**src/rtl/td4x_core.sv**
```systemverilog
// td4x_core: TD4-ISA core with an on-chip program memory, single-step mode,
// a hardware breakpoint and a synchronous soft restart.
module td4x_core #(
    parameter int DATA_W = 4,
    parameter int ADDR_W = 4
) (
    input  logic              clk,
    input  logic              rst_n,
    input  logic [1:0]        mode,
    input  logic              restart,
    input  logic              step_req,
    input  logic              bp_en,
    input  logic [ADDR_W-1:0] bp_addr,
    input  logic [ADDR_W-1:0] ld_addr,
    input  logic              ld_wr,
    input  logic [3:0]        ld_op,
    input  logic [DATA_W-1:0] ld_imm,
    input  logic [DATA_W-1:0] in_port,
    output logic [3:0]        mem_op,
    output logic [DATA_W-1:0] mem_imm,
    output logic [DATA_W-1:0] reg_a,
    output logic [DATA_W-1:0] reg_b,
    output logic [DATA_W-1:0] out_port,
    output logic              carry,
    output logic [ADDR_W-1:0] pc,
    output logic              halted
);
    localparam int DEPTH = 1 << ADDR_W;

    localparam logic [1:0] M_LOAD = 2'b00;
    localparam logic [1:0] M_READ = 2'b01;
    localparam logic [1:0] M_RUN  = 2'b10;
    localparam logic [1:0] M_STEP = 2'b11;

    typedef enum logic [1:0] {S_IDLE, S_RUN, S_STEP, S_BREAK} state_t;

    state_t            state_q, state_d;
    logic [3:0]        op_q  [DEPTH];
    logic [3:0]        op_d  [DEPTH];
    logic [DATA_W-1:0] imm_q [DEPTH];
    logic [DATA_W-1:0] imm_d [DEPTH];
    logic [DATA_W-1:0] a_q, a_d, b_q, b_d, out_q, out_d;
    logic              carry_q, carry_d;
    logic [ADDR_W-1:0] pc_q, pc_d;
    logic              step_q, step_d;
    logic              bp_armed_q, bp_armed_d;

    logic [ADDR_W-1:0] rd_addr;
    logic [3:0]        cur_op;
    logic [DATA_W-1:0] cur_imm;
    logic [DATA_W:0]   sum_a, sum_b;
    logic [ADDR_W-1:0] pc_inc, jmp_tgt;
    logic              bp_hit, step_edge, exec;

    // Memory port shown to the outside follows the loader address when idle, else PC
    always_comb begin
        rd_addr = (mode == M_LOAD || mode == M_READ) ? ld_addr : pc_q;
        mem_op  = op_q[rd_addr];
        mem_imm = imm_q[rd_addr];
        cur_op  = op_q[pc_q];
        cur_imm = imm_q[pc_q];
    end

    // Program memory write port, active only in LOAD mode
    always_comb begin
        op_d  = op_q;
        imm_d = imm_q;
        if (mode == M_LOAD && ld_wr) begin
            op_d[ld_addr]  = ld_op;
            imm_d[ld_addr] = ld_imm;
        end
    end

    // Mode FSM: breakpoint is checked before execution so the bp instruction waits
    always_comb begin
        bp_hit    = bp_en && bp_armed_q && (pc_q == bp_addr);
        step_edge = step_req && !step_q;
        state_d   = S_IDLE;
        exec      = 1'b0;
        case (mode)
            M_RUN: begin
                if (state_q == S_BREAK || bp_hit) begin
                    state_d = S_BREAK;
                end else begin
                    state_d = S_RUN;
                    exec    = 1'b1;
                end
            end
            M_STEP: begin
                state_d = S_STEP;
                exec    = step_edge;
            end
            default: state_d = S_IDLE;
        endcase
        if (restart) state_d = S_IDLE;
    end

    // Datapath: restart beats execute; idle cycles hold everything
    always_comb begin
        sum_a      = {1'b0, a_q} + {1'b0, cur_imm};
        sum_b      = {1'b0, b_q} + {1'b0, cur_imm};
        pc_inc     = pc_q + ADDR_W'(1);
        jmp_tgt    = cur_imm[ADDR_W-1:0];
        step_d     = step_req;
        a_d        = a_q;
        b_d        = b_q;
        out_d      = out_q;
        carry_d    = carry_q;
        pc_d       = pc_q;
        bp_armed_d = bp_armed_q;
        if (restart) begin
            a_d        = '0;
            b_d        = '0;
            out_d      = '0;
            carry_d    = 1'b0;
            pc_d       = '0;
            bp_armed_d = 1'b1;
        end else begin
            if (exec) begin
                carry_d = 1'b0;
                pc_d    = pc_inc;
                case (cur_op)
                    4'b0000: begin a_d = sum_a[DATA_W-1:0]; carry_d = sum_a[DATA_W]; end
                    4'b0001: a_d = b_q;
                    4'b0010: a_d = in_port;
                    4'b0011: a_d = cur_imm;
                    4'b0100: b_d = a_q;
                    4'b0101: begin b_d = sum_b[DATA_W-1:0]; carry_d = sum_b[DATA_W]; end
                    4'b0110: b_d = in_port;
                    4'b0111: b_d = cur_imm;
                    4'b1001: out_d = b_q;
                    4'b1011: out_d = cur_imm;
                    4'b1110: if (!carry_q) pc_d = jmp_tgt;
                    4'b1111: pc_d = jmp_tgt;
                    default: ;
                endcase
            end
            // Disarm on the halt itself, re-arm once PC moves off the break address
            if (state_d == S_BREAK && state_q != S_BREAK) bp_armed_d = 1'b0;
            else if (pc_d != pc_q)                        bp_armed_d = 1'b1;
        end
    end

    // State registers, memory included, all cleared by the async reset
    always_ff @(posedge clk or negedge rst_n) begin
        if (!rst_n) begin
            state_q    <= S_IDLE;
            a_q        <= '0;
            b_q        <= '0;
            out_q      <= '0;
            carry_q    <= 1'b0;
            pc_q       <= '0;
            step_q     <= 1'b0;
            bp_armed_q <= 1'b1;
            for (int i = 0; i < DEPTH; i++) begin
                op_q[i]  <= '0;
                imm_q[i] <= '0;
            end
        end else begin
            state_q    <= state_d;
            a_q        <= a_d;
            b_q        <= b_d;
            out_q      <= out_d;
            carry_q    <= carry_d;
            pc_q       <= pc_d;
            step_q     <= step_d;
            bp_armed_q <= bp_armed_d;
            op_q       <= op_d;
            imm_q      <= imm_d;
        end
    end

    assign reg_a    = a_q;
    assign reg_b    = b_q;
    assign out_port = out_q;
    assign carry    = carry_q;
    assign pc       = pc_q;
    assign halted   = (state_q == S_BREAK);

endmodule

```
**config.mk**
```make
export PLATFORM = sky130hd
export DESIGN_NAME = td4x_core
export DESIGN_NICKNAME = d
export VERILOG_FILES = /design/src/rtl/td4x_core.sv
export SDC_FILE = /design/constraint.sdc
export NUM_CORES = 1
export LEC_CHECK = 0
export BUFFER_PORTS_ARGS = -buffer_cell sky130_fd_sc_hd__buf_2
export CAP_MARGIN = 40
export CORE_UTILIZATION = 55
export CTS_BUF_LIST = sky130_fd_sc_hd__clkbuf_16
export CTS_CLUSTER_DIAMETER = 50
export DETAILED_ROUTE_END_ITERATION = 12
export PLACE_DENSITY = 0.7
export SLEW_MARGIN = 20
export SYNTH_ARGS = -nofsm -noshare
export SYNTH_HDL_FRONTEND = slang
export SYNTH_SLANG_ARGS = --single-unit
```
**constraint.sdc**
```tcl
create_clock -name clk -period 3.4 [get_ports clk]
set_input_delay 0.51 -clock clk [delete_from_list [all_inputs] [get_ports clk]]
set_output_delay 0.51 -clock clk [all_outputs]
set_load 0.01 [all_outputs]
```
==> metrics.txt, run 1 <==
Max Fclk 301 MHz; Seq/Total Area, Yosys 43.0%; RSZ-0062 raised after global routing false; Gate Count Post-Synth 655; CTS tree built; Post-synth EDFFs 0; Setup TNS Final 0 ps; Power Total 5.18 mW; Crit Path Max Fanout 21; Reg clk slew, reported paths 60 ps; Area Overhead vs Synth 15.1%; commonest non-fill, non-tap cell in the layout dfrtp_1; die width approximately 130 µm; final setup violating endpoints 0; DRT Wirelength 23100 µm; R2R setup slack about 330 ps; VDD IR-drop max about 430 µV; YS warnings 0; Starting Density 56.7%; worst-skew pair later-pin latency 440 ps; Static Leak 4.57 nW; Post-Syn Nets 694; Starting DRT DRC Count 561; Die ar. 0.0163 mm²; gr usage total about 31%; core area 0.0153 mm²; drt via density about 6.5; vias post-DR approximately 6200; Final Cycle Share 97.8%; Clk Tree Root Cell clkbuf_16; global-route wire length before repair 36800 µm; Synth area leader dfrtp_1; worst path cell trace buf_6, mux2i_4, buf_12, mux4_2, mux2i_2, a21oi_1, buf_2; Die Ht 128 µm; Power Density between 500 and 600 mW/mm²; CP Class reg -> out; area occupied by multi-input gates 0.00469 mm²; number of cell rows 45; reg2reg path depth 15; CP peak stage delay 540 ps; fin crit period 3320 ps; total CTS buffers 17; WP data arrival 2810 ps; hpwl dp 16200 µm; skew final 10.5 ps; post-route insts no fill 954; vias in the first global route between 6000 and 7000; Synth async-reset ratio between 90% and 100%; cells taking the most area after synthesis dfrtp_1 (43%), mux2_2 (17%), mux4_2 (15%); largest net degree at the start of global routing 80; Cells after DPL 916; CTS Buffer Depth 2; DRC Markers 0; Post-Syn Area per Cell ~13 µm²; antenna violations before repair 0; H-tree depth 4; Clock Sinks 149; CTS hold repair buffers 0; final core utilization ~65%; WP data required 2890 ps; Filler cells 1161; first-pass iteration count of the detailed router 7; nets 769; Overflow after GRT 0; startpoint types flip-flop; HP Class in -> async; Reg2Reg Launch Point pc[0]; share of post-route cells with drive strength above 1 45.0%; run status finished clean; post-route ant nets 0; synthesized area between 0.008 and 0.009 mm²; I/O Pins 54; sequential cell area 0.00373 mm²; final hold vios 0; Max Transition Viols Final 0; max_slew headroom 49.4%; Yosys reg bits 149; Placer Congestion 0.901; Antenna Cells 0; Yosys cell types 61; ys flop type dfrtp_1; MaxCap Viol Count 0; most frequent cells in the layout dfrtp_1 (147), mux2_2 (134), mux4_2 (57); Yosys top cell area share 42.7%; wire per inst ~24 µm; Tightest Pin Transition 759 ps; # port buffers 53; Critical-path top delay cell mux4_2; crit path capture type primary output; worst r2r dst carry
[cells in the mapped netlist (2+ instances only)]
master,instances
dfrtp_1,148
mux2_2,134
mux4_2,57
mux2i_1,36
nand2_1,31
nor2_1,24
clkbuf_1,22
a21oi_1,17
nor2b_1,15
inv_1,14
a211oi_1,13
nand3_1,13
nor3_1,10
o21ai_0,10
ha_1,9
a221oi_1,8
buf_6,7
nand2b_1,7
a21o_1,5
a22o_1,4
buf_4,4
xnor2_1,4
a41o_1,3
and2_1,3
buf_2,3
nand4_1,3
nor3b_1,3
o211ai_1,3
a222oi_1,2
a31oi_1,2
a32o_1,2
a32oi_1,2
and4_1,2
buf_8,2
fa_1,2
inv_2,2
mux4_1,2
o21a_1,2
or3_1,2
xor2_1,2
[flip-flops by register name, indices dropped and copies added (netlist names)]
register / flops
bp_armed_q: 1
out_port: 4
step_q: 1
op_q: 64
state_q: 2
pc: 4
reg_b: 4
imm_q: 64
carry: 1
reg_a: 4
[power by group]
group          internal, mW  switching [mW]  total, mW
Sequential             1.99           0.172       2.16
Combinational         0.582           0.531       1.11
Clock                  1.10           0.811       1.91
[metrics by stage]
step           setup slack [ps]  cell area, µm²  hold WS, ps
6_report                   76.4            9990          133
5_1_grt                    10.9            9990          181
4_1_cts                    32.3            9950          148
3_5_place_dp                139            9310          509
3_3_place_gp                165            9310          497
2_1_floorplan               299            8680          214
[routing by layer]
layer	wire (µm)	GRT usage [%]	vias to the layer above	share of wire (%)
met5	0	0	-	0
met4	463	10.5	0	2.0
met3	1770	7.50	42	7.7
met2	11200	47.8	263	48
met1	9700	42.1	3218	42
li1	-	-	2667	-
[critical path, delay by kind of cell (launching register included)]
family                 cells  cell delay [ps]
multiplexers               3             1100
buffers and inverters      3              620
flip-flops                 1              500
AO/OA/AOI/OAI              1              130
[how the worst max path moves through the flow]
stage / startpoint / to / slack [ps]
2_1_floorplan: pc[0] / mem_imm[0] / 300
3_3_place_gp: pc[0] / reg_b[0] / 170
3_5_place_dp: pc[0] / carry / 140
4_1_cts: pc[0] / mem_op[2] / 30
5_1_grt: pc[0] / mem_imm[2] / 10
6_report: pc[0] / mem_op[3] / 80
[logic make-up (layout without fill, tap and decap cells)]
group                      after synthesis  after routing  synth area share (%)
and+or+nand+nor                        120            120                  7.09
muxes                                  229            229                  36.9
adders and majority gates               11             11                  1.76
buffers and inverters                   56            144                  3.55
AOI/OAI and AO/OA                       84             84                  7.08
xor gates and xnor gates                 6              6                 0.606
DFF                                    149            149                  43.0
[cell type report]
cell class              count  area share (%)
multi-input cells         450            47.0
repair buffers             96            6.49
well taps                 211            2.64
inverters                  16           0.601
clock inverters            15            1.69
clock buffers              17            4.26
flip-flops and latches    149            37.4
[repair_timing]
action                                  CTS  global route
resized for setup                         5             4
pin swaps                                 0             0
setup buffers                             3             1
endpoints found under the setup margin    8             5
Power figures use the tool's default switching activity.
==> run 2, diff against run 1 <==
- CELL_PAD_IN_SITES_DETAIL_PLACEMENT: unset -> 0
- CELL_PAD_IN_SITES_GLOBAL_PLACEMENT: unset -> 2
- CORE_UTILIZATION: 55 -> 44
- PLACE_DENSITY: 0.7 -> 0.78
==> metrics.txt, run 2 (synthesis results as in run 1) <==
Met3 Routed Length 1480 µm; Clock Sinks 149; final setup violating endpoints 0; wl on met1 11000 µm; Static Leak 4.61 nW; Die ar. approximately 0.020 mm²; CTS tree built; RSZ-0062 raised after global routing false; post-route insts no fill 1012; most frequent cells in the layout dfrtp_1 (147), mux2_2 (134), mux4_2 (57); Largest regs imm_q x64, op_q x64; I/O Pins 54; VDD IR-drop max roughly 380 µV; Crit Path Max Fanout 26; worst-skew pair later-pin latency between 400 and 500 ps; hpwl dp 17600 µm; CP bufs+invs 3; Power Density roughly 520 mW/mm²; routed wl met2 12000 µm; crit path capture type primary output; Placer Congestion 0.864; Overflow after GRT 0; Starting DRT DRC Count about 510; setup slack after layout 140 ps; Area Overhead vs Synth 16.7%; fin crit period 3260 ps; DRC Markers 0; Filler cells ~1700; antenna violations before repair 0; startpoint types flip-flop; CTS hold repair buffers 0; Tightest Pin Transition 777 ps; DR top layer met4; Largest delay share family, worst path multiplexers; Starting Density 44.7%; H-tree depth 4; CTS Buffer Depth 2; largest net degree at the start of global routing 64; final hold vios 0; most used cell, CP buf_12; Cells after DPL 971; # port buffers 53; core area 0.0194 mm²; first-pass iteration count of the detailed router 5; max_slew headroom a little under half; CP Class reg -> out; Die Ht 142 µm; number of cell rows 51; HP Class in -> async; Reg clk slew, reported paths 70 ps; share of post-route cells with drive strength above 1 44.9%; post-route ant nets 0; Place WS between 150 and 200 ps; global-route wire length before repair 38900 µm; DRT Wirelength roughly 25000 µm; Max Transition Viols Final 0; worst r2r dst pc[0]; drt via density between 6 and 7; vias post-DR 6103; total CTS buffers 17; wire per inst 24.8 µm; run status finished clean; nets 772; skew final 7.45 ps; commonest non-fill, non-tap cell in the layout dfrtp_1; MaxCap Viol Count 0; Final Cycle Share a little over nine tenths; reg2reg path depth 9; CP peak stage delay 510 ps; vias in the first global route 6341; WP data required between 2000 and 3000 ps; gr usage total about a quarter; R2R setup slack 200 ps; die width about 140 µm; WP data arrival about 2800 ps; Critical-path top delay cell mux4_2; Reg2Reg Launch Point pc[0]; Clk Tree Root Cell clkbuf_16; Max Fclk approximately 310 MHz; worst path cell trace buf_12, mux2i_4, buf_12, mux4_2, nor2b_1, a211oi_1, a21oi_1, buf_2
-- run 2: cell types whose count changed in the layout (fill, tap and decap cells not counted), sizes merged --
cell      delta
buf          +5
bufinv       +1
clkbuf       -2
clkinv       -1
clkinvlp     +1
diode        +1
inv          -1
-- run 2: report_power, final --
part | switching (mW) | leakage, nW | total [mW] | internal, mW
sequential | 0.172 | 1.98 | 2.16 | 1.99
combinational | 0.533 | 2.33 | 1.12 | 0.586
clock | 0.806 | 0.295 | 1.97 | 1.16
-- run 2: timing repair --
action	4_1_cts	5_1_grt
setup buffers	0	7
gates cloned	1	0
gates resized for setup	2	2
setup endpoints to repair	2	8
-- run 2: worst max path at each step --
stage / to / from / cells past startpoint
2_1_floorplan: mem_imm[0] / pc[0] / 9
3_3_place_gp: carry / pc[0] / 13
3_5_place_dp: carry / pc[0] / 13
4_1_cts: mem_op[3] / pc[0] / 7
5_1_grt: carry / pc[0] / 13
6_report: mem_op[0] / pc[0] / 8
-- run 2: per-layer routing --
| layer | GRT usage, % | up-vias |
|---|---|---|
| met5 | 0 | - |
| met4 | 9.68 | 0 |
| met3 | 5.45 | 44 |
| met2 | 42.2 | 212 |
| met1 | 36.3 | 3172 |
| li1 | - | 2675 |
-- run 2: area by class of cell --
type | count | area (µm²) | area share (%)
flip-flops and latches | 149 | 3730 | 36.8
inverters | 16 | 60.1 | 0.593
well taps | 265 | 332 | 3.27
diodes | 1 | 2.50 | 0.0247
repair buffers | 99 | 712 | 7.03
multi-input cells | 450 | 4690 | 46.3
clock inverters | 15 | 178 | 1.75
clock buffers | 17 | 425 | 4.20
-- run 2: stage by stage --
step                      hold slack [ps]  power (mW)  TNS (ps)  area, µm²  util, %
after floorplan                       214        2.90         0       8680        -
after global placement                500        3.25         0       9420     48.6
after detailed placement              511        3.27         0       9420     48.6
after CTS                             101        5.26     -30.9      10100     51.9
after global routing                  108        5.47         0      10100     52.2
final                                68.6        5.24         0      10100     52.2
==> run 3, diff against run 2 <==
- CORE_UTILIZATION: 44 -> 45
- CTS_BUF_LIST: sky130_fd_sc_hd__clkbuf_16 -> sky130_fd_sc_hd__clkbuf_4 sky130_fd_sc_hd__clkbuf_8
- PLACE_DENSITY: 0.78 -> 0.8
- clock period: 3.4 -> 3.1 ns (I/O delays scaled with it)
==> metrics.txt, run 3 (synthesis results as in run 1) <==
run status complete, but fails checks; violated checks setup timing; gr usage total 26.9%; final core utilization a little under three fifths; nets 797; Die ar. 0.0198 mm²; Reg clk slew, reported paths 100 ps; Power Density between 500 and 600 mW/mm²; Overflow after GRT 0; worst r2r dst reg_a[0]; DRT Wirelength 25100 µm; CTS Buffer Depth 2; Antenna Cells 0; crit path capture type primary output; setup slack after layout -11.9 ps; Crit Path Max Fanout 7; Largest regs imm_q x64, op_q x64; skew final about 16 ps; fin crit period 3110 ps; Static Leak 4.66 nW; largest net degree at the start of global routing 76; # port buffers 53; fin area 0.0104 mm²; hpwl dp 17500 µm; antenna violations before repair 0; first-pass iteration count of the detailed router 4; Reg2Reg Launch Point pc[1]; Max Transition Viols Final 0; Clk Tree Root Cell clkbuf_8; Starting DRT DRC Count between 400 and 500; CP Class reg -> out; Place WS -83.5 ps; worst-skew pair later-pin latency 460 ps; Area Overhead vs Synth 19.5%; final hold vios 0; share of post-route cells with drive strength above 1 49.8%; Tightest Pin Transition 727 ps; VDD IR-drop max 377 µV; post-route ant nets 0; wire per inst 24.3 µm; Die Ht 141 µm; CTS hold repair buffers 0; Starting Density 46.1%; Max Fclk 321 MHz; H-tree depth 4; core area 0.0188 mm²; total CTS buffers 17; I/O Pins 54; WP data required approximately 2600 ps; WP data arrival 2650 ps; DRC Markers 0; vias in the first global route 6515; vias post-DR approximately 6300; number of cell rows 50; startpoint types flip-flop; Final Cycle Share 100%; commonest non-fill, non-tap cell in the layout dfrtp_1; HP Class in -> async; Placer Congestion 0.826; R2R setup slack 160 ps; dpl cell area approximately 0.0096 mm²; drt via density 6.09; Clock Sinks 149; max_slew headroom roughly half; Power Total 5.39 mW; die width 141 µm; global-route wire length before repair 39000 µm; final setup violating endpoints 2; CTS tree built; RSZ-0062 raised after global routing true; most frequent cells in the layout dfrtp_1 (147), mux2_2 (134), mux4_2 (57); reg2reg path depth 12; MaxCap Viol Count 0
## run 3: cell types whose count changed in the layout (fill, tap and decap cells not counted), sizes merged
cell	previous run	this run
bufbuf	0	1
buf	99	123
clkbuf	17	20
clkinv	3	2
clkinvlp	2	0
diode	1	0
## run 3: repair_timing
action / 4_1_cts / 5_1_grt
gates resized for setup: 16 / 25
pin swaps: 8 / 4
setup buffers: 14 / 3
gates cloned: 2 / 0
endpoints found under the setup margin: 12 / 13
## run 3: worst max path at each step
stage	start	endpoint	slack, ps	cells after the start
detailed placement	pc[0]	carry	-80	13
finish	pc[0]	mem_imm[1]	-10	9
CTS	pc[0]	mem_op[3]	-30	9
floorplan	pc[0]	reg_a[3]	40	14
global route	pc[0]	mem_op[1]	-100	9
global placement	pc[0]	carry	-50	12
## run 3: power breakdown
group          internal (mW)  switching [mW]  total [mW]  leakage, nW
combinational          0.728           0.636        1.36         2.45
sequential              2.18           0.186        2.36         1.98
clock                  0.864           0.799        1.66        0.223
## run 3: stage by stage
step	std cells	setup TNS, ps	hold WS (ps)
2_1_floorplan	655	0	169
3_3_place_gp	980	-64.3	500
3_5_place_dp	981	-163	511
4_1_cts	1029	-111	46.3
5_1_grt	1031	-689	61.4
6_report	1031	-18.2	43.3
## run 3: layout make-up
| type | count | area, µm² |
|---|---|---|
| tap | 260 | 325 |
| clock inverter | 12 | 161 |
| fill | 1560 | 8460 |
| clock buffer | 20 | 269 |
| timing repair buffer | 124 | 982 |
| inverter | 16 | 60.1 |
| multi-input combinational | 450 | 4840 |
| sequential | 149 | 3730 |
## run 3: worst max-delay path, stage by stage, from the launching register on
cell	delay, ps
dfrtp_2	460
buf_12	160
mux2i_4	180
buf_12	180
buf_12	130
mux4_2	470
nor2b_1	140
a211oi_1	190
a21oi_1	100
buf_2	160
## run 3: layer usage
layer / wire length, µm / global-route usage (%)
met5: 0 / 0
met3: 1350 / 5.94
met4: 669 / 9.73
met1: 10900 / 35.4
met2: 12200 / 44.1
